`config.mk`:
```
export PLATFORM = sky130hd
export DESIGN_NAME = btn_debouncer
export DESIGN_NICKNAME = d
export VERILOG_FILES = /design/src/rtl/btn_debouncer.sv
export SDC_FILE = /design/constraint.sdc
export NUM_CORES = 1
export LEC_CHECK = 0
export ABC_AREA = 1
export BUFFER_PORTS_ARGS = -buffer_cell sky130_fd_sc_hd__buf_2
export CORE_AREA = 2 2 39 41
export CTS_BUF_LIST = sky130_fd_sc_hd__clkbuf_16
export DETAILED_ROUTE_END_ITERATION = 10
export DIE_AREA = 0 0 41 43
export GPL_TIMING_DRIVEN = 0
export SYNTH_ARGS = -nofsm -noshare
export SYNTH_HDL_FRONTEND = slang
export SYNTH_SLANG_ARGS = --single-unit
export TNS_END_PERCENT = 5
```
`constraint.sdc`:
```
create_clock -name clk -period 1.6 [get_ports clk]
set_input_delay 0.32 -clock clk [delete_from_list [all_inputs] [get_ports clk]]
set_output_delay 0.32 -clock clk [all_outputs]
set_load 0.02 [all_outputs]
```
`src/rtl/btn_debouncer.sv`:
```
// Button/switch debouncer: two-flop synchronizer, stability-count FSM,
// registered debounced level, one-cycle rise/fall pulses and a press toggle.
module btn_debouncer #(
   parameter int unsigned STABLE_CYCLES = 4,
   parameter int unsigned CNT_WIDTH     = 3
) (
   input  logic clk,
   input  logic rst_n,
   input  logic btn_in,
   output logic btn_level,
   output logic btn_rise,
   output logic btn_fall,
   output logic toggle_q
);

   localparam logic [CNT_WIDTH-1:0] CNT_LAST = CNT_WIDTH'(STABLE_CYCLES - 1);
   localparam logic [CNT_WIDTH-1:0] CNT_ONE  = CNT_WIDTH'(1);

   typedef enum logic [1:0] {
      LOW       = 2'd0,
      RISE_WAIT = 2'd1,
      HIGH      = 2'd2,
      FALL_WAIT = 2'd3
   } state_e;

   state_e               state_q, state_d;
   logic [CNT_WIDTH-1:0] cnt_q, cnt_d;
   logic                 s1_q, s2_q;
   logic                 level_q, level_d;
   logic                 rise_q, rise_d;
   logic                 fall_q, fall_d;
   logic                 tog_q, tog_d;

   // Next-state: a new value must hold STABLE_CYCLES synchronized cycles; any
   // single disagreement drops back to the stable state with the count cleared.
   always_comb begin
      state_d = state_q;
      cnt_d   = cnt_q;
      level_d = level_q;
      rise_d  = 1'b0;
      fall_d  = 1'b0;
      tog_d   = tog_q;
      unique case (state_q)
         LOW: begin
            level_d = 1'b0;
            if (s2_q) begin
               state_d = RISE_WAIT;
               cnt_d   = CNT_ONE;
            end else begin
               cnt_d = '0;
            end
         end
         RISE_WAIT: begin
            level_d = 1'b0;
            if (!s2_q) begin
               state_d = LOW;
               cnt_d   = '0;
            end else if (cnt_q == CNT_LAST) begin
               state_d = HIGH;
               level_d = 1'b1;
               rise_d  = 1'b1;
               tog_d   = ~tog_q;
               cnt_d   = '0;
            end else begin
               cnt_d = cnt_q + CNT_ONE;
            end
         end
         HIGH: begin
            level_d = 1'b1;
            if (!s2_q) begin
               state_d = FALL_WAIT;
               cnt_d   = CNT_ONE;
            end else begin
               cnt_d = '0;
            end
         end
         FALL_WAIT: begin
            level_d = 1'b1;
            if (s2_q) begin
               state_d = HIGH;
               cnt_d   = '0;
            end else if (cnt_q == CNT_LAST) begin
               state_d = LOW;
               level_d = 1'b0;
               fall_d  = 1'b1;
               cnt_d   = '0;
            end else begin
               cnt_d = cnt_q + CNT_ONE;
            end
         end
         default: begin
            state_d = LOW;
            cnt_d   = '0;
            level_d = 1'b0;
         end
      endcase
   end

   always_ff @(posedge clk or negedge rst_n) begin
      if (!rst_n) begin
         s1_q    <= 1'b0;
         s2_q    <= 1'b0;
         state_q <= LOW;
         cnt_q   <= '0;
         level_q <= 1'b0;
         rise_q  <= 1'b0;
         fall_q  <= 1'b0;
         tog_q   <= 1'b0;
      end else begin
         s1_q    <= btn_in;
         s2_q    <= s1_q;
         state_q <= state_d;
         cnt_q   <= cnt_d;
         level_q <= level_d;
         rise_q  <= rise_d;
         fall_q  <= fall_d;
         tog_q   <= tog_d;
      end
   end

   assign btn_level = level_q;
   assign btn_rise  = rise_q;
   assign btn_fall  = fall_q;
   assign toggle_q  = tog_q;

endmodule

```
; Word-level counts from Yosys, hierarchy flattened
; Cells that the tools add are included.
[op_classes]
n_eq_ne = 8
n_bitwise = 1
n_mux = 21
reduce_logical = 3
n_addsub = 1
[ops]
columns = cell, n
row1 = 2-bit two-way mux, 6
row2 = 3-bit case mux with 4 select lines, 1
row3 = 1-bit two-way mux, 9
row4 = 3-bit two-way mux, 3
row5 = 2-bit case mux with 4 select lines, 1
row6 = "3-bit != test, second input constant", 2
row7 = "2-bit == test, second input constant", 2
row8 = "2-bit != test, second input constant", 2
row9 = 1-bit case mux with 4 select lines, 1
row10 = 4-bit AND reduction, 1
row11 = "3-bit by 1-bit adder with 3-bit output, second input constant", 1
row12 = "3-bit by 2-bit == test with 1-bit output, second input constant", 1
row13 = 3-bit AND reduction, 1
row14 = "2-bit by 1-bit == test with 1-bit output, second input constant", 1
row15 = 2-bit logical NOT, 1
row16 = 1-bit NOT, 1
[word_totals]
word_cells = 42
output_inout_bits = 4
reg_bits = 11

; Logic depth before layout (Yosys ltp)
; Gate-level depths: netlist of run 1.
[logic_depth]
word_depth = 4
mapped_depth = 6
depth_no_buf = 6

; Worst setup path after synthesis of run 1
; Ideal clock, no wire load.
[synth_timing]
path_type = reg2reg
startpoint = register cnt_q[0]
endpoint = register (tool-made name)
path_stages_with_launch = 7
slack_ps = 647
period_less_slack_ps = 953
arrival_ps = 890
setup_time_ps = 63
path_cell_list = dfrtp_1 -> ha_1 -> inv_1 -> nor2_4 -> nand3_1 -> nand2_1 -> inv_1
[synth_lines]
columns = element, line
row1 = start: declaration, 27  ; logic [CNT_WIDTH-1:0] cnt_q, cnt_d;
row2 = start signal: assignment, 113  ; cnt_q <= cnt_d;

; Final worst setup path of run 1
[layout_timing]
startpoint = register tog_q (netlist: toggle_q)
endpoint = output port toggle_q
[layout_lines]
columns = element, line
row1 = start: declaration, 32  ; logic tog_q, tog_d;
row2 = start signal: assignment, 117  ; tog_q <= tog_d;
row3 = end: declaration, 13  ; output logic toggle_q
; No word-level cell between the ends.

==> results.py, run 1 <==
metrics = {
    "run_status": {
        "outcome": "finished clean",
    },
    "clock_tree": {
        "post_cts_resize_count": 0,
        "worst_setup_hold_path_clk_slew_ns": 0.04,
        "root_buffer": "clkbuf_16",
        "numClockSinks": 11,
        "insertion_delay_of_the_later_clocked_pin_in_the_worst_skew_pair_ns": 0.24,
        "clock_tree.htree_level_count": 1,
        "cts_tree": "done",
        "tritoncts.num_buffers": 3,
        "clock_tree.buffer_depth": 2,
    },
    "global_routing": {
        "maximum_number_of_pins_on_one_net_before_global_route_repair": 12,
        "grt_overflow": 0,
        "antenna_found_initial": 0,
        "grt_pass1_vias": 307,
        "grt_first_pass_wirelength_um": 1180,
        "grt.total_usage": 0.111,
    },
    "sta": {
        "finalHoldViolations": 0,
        "max_freq_ghz": 0.903,
        "relSlewSlack": 0.833,
        "maxSlewViolCount": 0,
        "worst_slew_pin_slew_ns": 0.251,
        "timing.setup.tns_ns": 0,
        "finalCriticalPeriod_ns": 1.11,
        "finalHoldWorstSlack_ns": 0.189,
        "post-route-worst-setup-slack_ns": 0.493,
        "rsz0062_at_grt": "no",
        "clock_skew_ns": 0.00182,
        "timing.final.crit_share": 0.692,
        "setup_viol": 0,
    },
    "critical_path": {
        "criticalPathCategory": "flop to primary output",
        "worstPathMaxFanout": 3,
        "setup.worst_path.end_class": "primary output",
        "timing.critical_path.arrival_ns": 0.79,
        "critPathBufInv": 1,
        "cell_by_cell_listing_of_the_critical_path": "buf_2",
        "cp_slowest_stage_delay_ns": 0.39,
        "cp_top_family": "flip-flops",
        "worst-endpoint-required_ns": 1.28,
        "critical_path.slowest_cell": "dfrtp_1",
        "startpoint_type": "flop",
        "setup.reg_to_reg.worst_slack_ns": 0.57,
    },
    "final_layout": {
        "finalNetCount": 61,
        "insertedDiodeCount": 0,
        "area_growth_pct": 32.4,
        "drive_above_1_share": 0.214,
        "final-instance-count-excl-fill": 72,
    },
    "logic_synthesis": {
        "ys.warnings.count": 0,
        "synth-edff-count": 0,
        "synthDistinctLibCells": 10,
        "yosys.area.top_type": "dfrtp_1",
        "mappedNetlistArea_um2": 429,
        "synthesized_area_per_cell_um2": 9.54,
        "async_set_or_reset_flop_fraction_in_the_synthesized_netlist": 1.00,
        "synth.yosys.seq_area_share": 0.641,
        "synth_seq_cells": 11,
        "synth_flop_cell": "dfrtp_1",
        "synth_common_cells": "nand2_1 (12), dfrtp_1 (11), inv_1 (10), nor2_1 (4), nand3_1 (3)",
        "post_synth_inst_count": 45,
        "synth_top_cell_area_share": 0.641,
        "synthMostInstantiatedCell": "nand2_1",
        "syn_nets": 49,
        "ys_top_cells_by_area": "dfrtp_1 (64%), nand2_1 (10%), inv_1 (8.7%), nand3_1 (3.5%), nor2_1 (3.5%)",
    },
    "power_and_ir_drop": {
        "pwr-share-comb": 0.192,
        "sequentialPowerShare": 0.381,
        "clock_power_share": 0.428,
        "vdd_ir_drop_max_mv": 0.609,
        "power.density_nw_per_um2": 1830,
        "p_int_uw": 747,
        "power.switching_uw": 291,
        "switching_share": 0.280,
        "total_leakage_power_nw": 0.325,
    },
    "floorplanning": {
        "core_area_um2": 1380,
        "vertical_extent_of_the_die_um": 43,
        "core.rowCount": 14,
        "io-pin-count": 7,
        "fp.dieArea_um2": 1760,
        "chipWidth_um": 41,
        "initial_core_util": 0.310,
    },
    "placed_design": {
        "numPlacedInstances": 67,
        "pre_cts_slack_ns": 0.550,
        "detailed_place_hpwl_um": 464,
        "gpl.final_weighted_congestion": 0.693,
        "port_buffers": 6,
    },
    "route": {
        "num_vias": 295,
        "route.antenna.remaining_nets": 0,
        "drt_iter0_markers": 3,
        "drc": 0,
        "vias_per_instance": 4.10,
        "wl_um": 623,
        "drt_pre_antenna_iters": 2,
        "detail_route.wl_per_cell_um": 8.65,
    },
    "run": {
        "max_cap_violations": 0,
    },
    "worst_hold_path": {
        "holdCritPathClass": "primary input to flop",
    },
}
## routing by layer
metal  wire [um]  track usage  vias to the layer above
met5           0            0                        -
li1            -            -                      152
met4          38        0.120                        0
met3          42       0.0628                        5
met1         267        0.108                      130
met2         275        0.147                        8
## registers in the layout, summed over array words and instances (netlist names), named ones only
name	count
s1_q	1
s2_q	1
btn_fall	1
btn_rise	1
toggle_q	1
btn_level	1
cnt_q	3
state_q	1
## cells by family (layout without fill, tap and decap cells)
group,count (synthesis),after routing,synth area share
buffers and inverters,10,21,0.0875
DFF,11,11,0.641
adders and majority gates,1,1,0.0291
AOI/OAI and AO/OA,1,1,0.0117
and+or+nand+nor,22,22,0.230
## layout make-up
| type | instances | area (um2) |
|---|---|---|
| Fill cell | 141 | 816 |
| Tap cell | 16 | 20.0 |
| Clock inverter | 1 | 3.75 |
| Inverter | 10 | 37.5 |
| Multi-Input combinational cell | 24 | 116 |
| Timing Repair Buffer | 7 | 40.0 |
| Clock buffer | 3 | 75.1 |
| Sequential cell | 11 | 275 |
## power by group through the flow
stage / registers, mW / clock network [mW] / logic, mW
2_1_floorplan: 0.424 / 0 / 0.117
3_3_place_gp: 0.398 / 0 / 0.197
3_5_place_dp: 0.400 / 0 / 0.204
4_1_cts: 0.397 / 0.458 / 0.206
5_1_grt: 0.409 / 0.471 / 0.235
6_report: 0.395 / 0.444 / 0.199
## metrics by stage
step           power, mW  utilization  instance area, um2
2_1_floorplan      0.541            -                 429
3_3_place_gp       0.595        0.346                 479
3_5_place_dp       0.604        0.346                 479
4_1_cts             1.06        0.410                 568
5_1_grt             1.11        0.410                 568
6_report            1.04        0.410                 568
## final timing paths
path | from | to | cells past startpoint
max | toggle_q | toggle_q | 1
min | btn_in | s1_q | 1
max reg2reg | cnt_q[0] | flop | 6
min reg2reg | s1_q | s2_q | 0
max in group asynchronous | rst_n | s2_q | 2
min in group asynchronous | rst_n | cnt_q[1] | 2
## cells in the final DEF (no fill, tap or decap)
cell	count
nand2_1	12
inv_1	11
dfrtp_1	11
buf_2	6
nor2_1	4
nand3_1	3
clkbuf_16	3
nand2_2	1
nor2_2	1
nor2_4	1
o21ai_0	1
ha_1	1
dlygate4sd3_1	1
## timing repair
| action | in CTS | in global routing |
|---|---|---|
| endpoints found under the hold margin | 11 | 0 |
| hold buffers | 1 | 0 |
| setup buffers | 0 | 0 |
Power figures use the tool's default switching activity.
==> inputs of run 2 (changes only) <==
clock period = 0.95 ns   (was 1.6 ns; I/O delays follow)
==> results.py, run 2 (synthesis gave the netlist of run 1 again) <==
metrics = {
    "run_status": {
        "outcome": "complete, but fails checks",
        "failed_checks": "setup timing",
    },
    "power_and_ir_drop": {
        "total_leakage_power_nw": 0.329,
        "vdd_ir_drop_max_mv": 1.81,
        "power.density_nw_per_um2": 3040,
    },
    "floorplanning": {
        "chipWidth_um": 41,
        "core_area_um2": 1380,
        "vertical_extent_of_the_die_um": 43,
        "core.rowCount": 14,
        "io-pin-count": 7,
        "initial_core_util": 0.310,
        "fp.dieArea_um2": 1760,
    },
    "critical_path": {
        "setup.worst_path.end_class": "flop",
        "timing.critical_path.arrival_ns": 1.12,
        "cell_by_cell_listing_of_the_critical_path": "ha_2 -> inv_2 -> nor2_4 -> nand3_2 -> nand2_2 -> inv_1",
        "startpoint_type": "flop",
        "cp_slowest_stage_delay_ns": 0.34,
        "worstPathMaxFanout": 3,
        "worst-endpoint-required_ns": 1.08,
        "critical_path.slowest_cell": "dfrtp_1",
        "criticalPathCategory": "flop to flop",
    },
    "placed_design": {
        "detailed_place_hpwl_um": 445,
        "port_buffers": 6,
        "gpl.final_weighted_congestion": 0.700,
        "pre_cts_slack_ns": -0.0724,
        "placed_cell_area_um2": 479,
        "numPlacedInstances": 67,
    },
    "worst_hold_path": {
        "holdCritPathClass": "primary input to flop",
    },
    "global_routing": {
        "grt.total_usage": 0.106,
        "antenna_found_initial": 0,
        "grt_overflow": 0,
        "grt_pass1_vias": 319,
        "maximum_number_of_pins_on_one_net_before_global_route_repair": 12,
        "grt_first_pass_wirelength_um": 1180,
    },
    "route": {
        "drt_iter0_markers": 10,
        "detail_route.wl_per_cell_um": 9.01,
        "drt_pre_antenna_iters": 2,
        "drc": 0,
        "num_vias": 308,
        "wl_um": 658,
        "route.antenna.remaining_nets": 0,
        "vias_per_instance": 4.22,
    },
    "final_layout": {
        "final-instance-count-excl-fill": 73,
        "largest_reg_flops": 3,
        "final_cell_area_um2": 592,
        "fillerInstances": 142,
        "insertedDiodeCount": 0,
        "regMostFlops": "cnt_q",
        "drive_above_1_share": 0.298,
        "final_cell_mix": "nand2_1 (11), dfrtp_1 (11), inv_1 (10)",
        "area_growth_pct": 37.9,
        "finalNetCount": 62,
    },
    "sta": {
        "timing.final.crit_share": 1.04,
        "worst_slew_pin_slew_ns": 0.248,
        "relSlewSlack": 0.835,
        "setup_viol": 4,
        "post-route-worst-setup-slack_ns": -0.0409,
        "maxSlewViolCount": 0,
        "finalCriticalPeriod_ns": 0.991,
        "clock_skew_ns": 0.00432,
        "finalHoldViolations": 0,
        "timing.setup.tns_ns": -0.135,
        "max_freq_ghz": 1.01,
        "rsz0062_at_grt": "yes",
        "finalHoldWorstSlack_ns": 0.0631,
    },
    "clock_tree": {
        "clock_tree.htree_level_count": 1,
        "worst_setup_hold_path_clk_slew_ns": 0.04,
        "root_buffer": "clkbuf_16",
        "insertion_delay_of_the_later_clocked_pin_in_the_worst_skew_pair_ns": 0.24,
        "clock_tree.buffer_depth": 2,
        "cts_tree": "done",
        "numClockSinks": 11,
        "tritoncts.num_buffers": 3,
    },
    "run": {
        "max_cap_violations": 0,
    },
}
-- run 2: worst paths after layout --
path	cells after the start	slack, ns	from	endpoint
hold / removal	1	0.06	btn_in	s1_q
setup / recovery	6	-0.04	cnt_q[0]	flop
max in group asynchronous	2	0.39	rst_n	state_q[0]
hold reg to reg	0	0.35	s1_q	s2_q
setup reg to reg	6	-0.04	cnt_q[0]	flop
min in group asynchronous	2	0.36	rst_n	cnt_q[1]
-- run 2: per-stage QoR --
step / power, mW / util
floorplan: 0.913 / -
global placement: 1.00 / 0.346
detailed placement: 1.02 / 0.346
CTS: 1.82 / 0.423
global route: 1.93 / 0.428
finish: 1.80 / 0.428
-- run 2: area by class of cell --
| cell class | instances | area [um2] | area share |
|---|---|---|---|
| clock buffer | 3 | 75.1 | 0.127 |
| clock inverter | 1 | 3.75 | 0.00634 |
| inverter | 10 | 37.5 | 0.0634 |
| multi-input combinational | 24 | 126 | 0.214 |
| sequential | 11 | 275 | 0.465 |
| tap | 16 | 20.0 | 0.0338 |
| timing repair buffer | 8 | 53.8 | 0.0909 |
-- run 2: worst max-delay path, delay by kind of cell (launching register included) --
family / cells / cell delay (ns)
adder cells (fa/ha/maj): 1 / 0.19
buffers and inverters: 2 / 0.09
flip-flops: 1 / 0.34
AND/OR/NAND/NOR: 3 / 0.26
-- run 2: routing by layer --
layer	up-vias	routed length [um]	global-route usage
li1	155	-	-
met1	143	248	0.0983
met2	8	352	0.169
met3	2	50	0.0785
met4	0	6	0.0400
met5	-	0	0
-- run 2: repair_timing --
item / CTS / global route
pin swaps: 2 / 1
resized for setup: 3 / 2
endpoints found under the setup margin: 6 / 9
hold endpoints to repair: 11 / 0
setup buffers: 1 / 0
hold buffers: 1 / 0
-- run 2: report_power, final --
group	switching, mW	internal [mW]
Combinational	0.229	0.151
Clock	0.195	0.551
Sequential	0.0831	0.588
Total	0.507	1.29
==> inputs of run 3 (changes only) <==
BUFFER_PORTS_ARGS = -buffer_cell sky130_fd_sc_hd__buf_4   (was -buffer_cell sky130_fd_sc_hd__buf_2)
CTS_BUF_LIST = unset   (was sky130_fd_sc_hd__clkbuf_16)
==> results.py, run 3 (synthesis gave the netlist of run 1 again) <==
metrics = {
    "global_routing": {
        "maximum_number_of_pins_on_one_net_before_global_route_repair": 12,
        "grt_first_pass_wirelength_um": 1090,
        "grt.total_usage": 0.0978,
        "grt_pass1_vias": 288,
        "antenna_found_initial": 0,
        "grt_overflow": 0,
    },
    "sta": {
        "timing.setup.tns_ns": -0.155,
        "maxSlewViolCount": 0,
        "post-route-worst-setup-slack_ns": -0.0458,
        "finalCriticalPeriod_ns": 0.996,
        "max_freq_ghz": 1.00,
        "rsz0062_at_grt": "yes",
        "timing.final.crit_share": 1.05,
        "setup_viol": 6,
        "finalHoldViolations": 0,
        "worst_slew_pin_slew_ns": 0.185,
        "relSlewSlack": 0.877,
        "clock_skew_ns": 0.00705,
    },
    "final_layout": {
        "multi_input_comb_area_um2": 126,
        "util_after_layout": 0.412,
        "final_cell_area_um2": 571,
        "area_growth_pct": 32.9,
        "finalNetCount": 63,
        "fillerInstances": 140,
        "drive_above_1_share": 0.310,
        "final_cell_mix": "nand2_1 (11), dfrtp_1 (11), inv_1 (9)",
        "largest_reg_flops": 3,
        "regMostFlops": "cnt_q",
        "sequential_cell_area_um2": 275,
        "insertedDiodeCount": 0,
    },
    "power_and_ir_drop": {
        "p_int_uw": 971,
        "power.density_nw_per_um2": 2550,
        "switching_share": 0.333,
        "pwr-share-comb": 0.324,
        "clock_power_share": 0.215,
        "power.switching_uw": 485,
        "total_leakage_power_nw": 0.312,
        "vdd_ir_drop_max_mv": 1.29,
        "sequentialPowerShare": 0.461,
    },
    "route": {
        "route.antenna.remaining_nets": 0,
        "wl_um": 657,
        "drc": 0,
        "num_vias": 310,
        "drt_iter0_markers": 1,
        "vias_per_instance": 4.19,
        "detail_route.wl_per_cell_um": 8.88,
        "drt_pre_antenna_iters": 3,
    },
    "placed_design": {
        "detailed_place_hpwl_um": 444,
        "port_buffers": 6,
        "gpl.final_weighted_congestion": 0.718,
        "placed_cell_area_um2": 494,
    },
    "clock_tree": {
        "clock_tree.buffer_depth": 2,
        "root_buffer": "clkbuf_4",
        "clock_tree.htree_level_count": 1,
        "insertion_delay_of_the_later_clocked_pin_in_the_worst_skew_pair_ns": 0.27,
        "numClockSinks": 11,
        "worst_setup_hold_path_clk_slew_ns": 0.06,
        "cts_tree": "done",
        "tritoncts.num_buffers": 3,
    },
    "floorplanning": {
        "core_area_um2": 1380,
        "fp.dieArea_um2": 1760,
        "io-pin-count": 7,
        "chipWidth_um": 41,
        "core.rowCount": 14,
        "initial_core_util": 0.310,
        "vertical_extent_of_the_die_um": 43,
    },
    "worst_hold_path": {
        "holdPathStages": 1,
        "hold-path-endpoint": "s1_q",
        "hp_start": "btn_in",
        "holdCritPathClass": "primary input to flop",
    },
    "critical_path": {
        "criticalPathCategory": "flop to flop",
        "worstPathMaxFanout": 3,
        "critPathBufInv": 2,
        "setup.reg_to_reg.worst_slack_ns": -0.05,
        "startpoint_type": "flop",
        "cell_by_cell_listing_of_the_critical_path": "ha_2 -> inv_2 -> nor2_4 -> nand3_2 -> nand2_2 -> inv_1",
        "worst-endpoint-required_ns": 1.11,
        "setup.worst_path.end_class": "flop",
        "r2r.worst_path.cells": 6,
        "cp_top_family": "flip-flops",
        "reg2reg_from": "cnt_q[0]",
        "cp_slowest_stage_delay_ns": 0.35,
        "critical_path.slowest_cell": "dfrtp_1",
        "timing.critical_path.arrival_ns": 1.16,
    },
    "run_status": {
        "failed_checks": "setup timing",
        "outcome": "complete, but fails checks",
    },
    "run": {
        "max_cap_violations": 0,
    },
}
[run 3: changes by cell type in the layout (fill, tap and decap cells not counted), sizes merged]
| cell | before | now |
|---|---|---|
| clkbuf | 3 | 4 |
| buf | 7 | 8 |
| inv | 11 | 10 |
[run 3: worst register-to-register path, stage by stage, from the launching register on]
cell,delay [ns]
dfrtp_1,0.35
ha_2,0.19
inv_2,0.06
nor2_4,0.10
nand3_2,0.08
nand2_2,0.08
inv_1,0.03
[run 3: how the worst max path moves through the flow]
stage | startpoint | endpoint | cells after the start
3_5_place_dp | cnt_q[0] | btn_level | 6
4_1_cts | cnt_q[0] | flop | 6
3_3_place_gp | cnt_q[0] | btn_level | 6
5_1_grt | cnt_q[1] | btn_level | 6
2_1_floorplan | cnt_q[0] | flop | 6
6_report | cnt_q[0] | flop | 6
[run 3: power groups by stage]
stage	clock [mW]	sequential, mW	combinational (mW)
after floorplan	0	0.714	0.200
after global placement	0	0.672	0.360
after detailed placement	0	0.678	0.366
after CTS	0.326	0.673	0.444
after global routing	0.358	0.683	0.533
final	0.313	0.672	0.471
[run 3: layout make-up]
cell class                      count  share of cell area
Inverter                           10              0.0658
Sequential cell                    11               0.482
Tap cell                           16              0.0351
Multi-Input combinational cell     24               0.221
Clock buffer                        4              0.0461
Timing Repair Buffer                9               0.149
[run 3: timing repair]
action | CTS | global route
gates resized for setup | 7 | 0
endpoints found under the setup margin | 9 | 12
pin swaps | 2 | 0
hold buffers | 1 | 0
hold endpoints to repair | 11 | 0
buffers inserted | 1 | 1
[run 3: layer usage]
layer | part of all wire | global-route usage | wire length (um) | vias up
met5 | 0 | 0 | 0 | -
met1 | 0.40 | 0.0943 | 261 | 147
met3 | 0.082 | 0.0785 | 54 | 0
met4 | 0 | 0.0400 | 0 | 0
li1 | - | - | - | 155
met2 | 0.52 | 0.147 | 340 | 8
[run 3: stage by stage]
step                setup slack [ns]  instances  power, mW  hold slack (ns)
CTS                          -0.0575         73       1.44           0.0227
floorplan                     0.0129         45      0.913           -0.106
detailed placement           -0.0586         67       1.04           0.0338
global route                  -0.105         74       1.57          0.00705
finish                       -0.0458         74       1.46           0.0317
global placement             -0.0697         67       1.03           0.0307
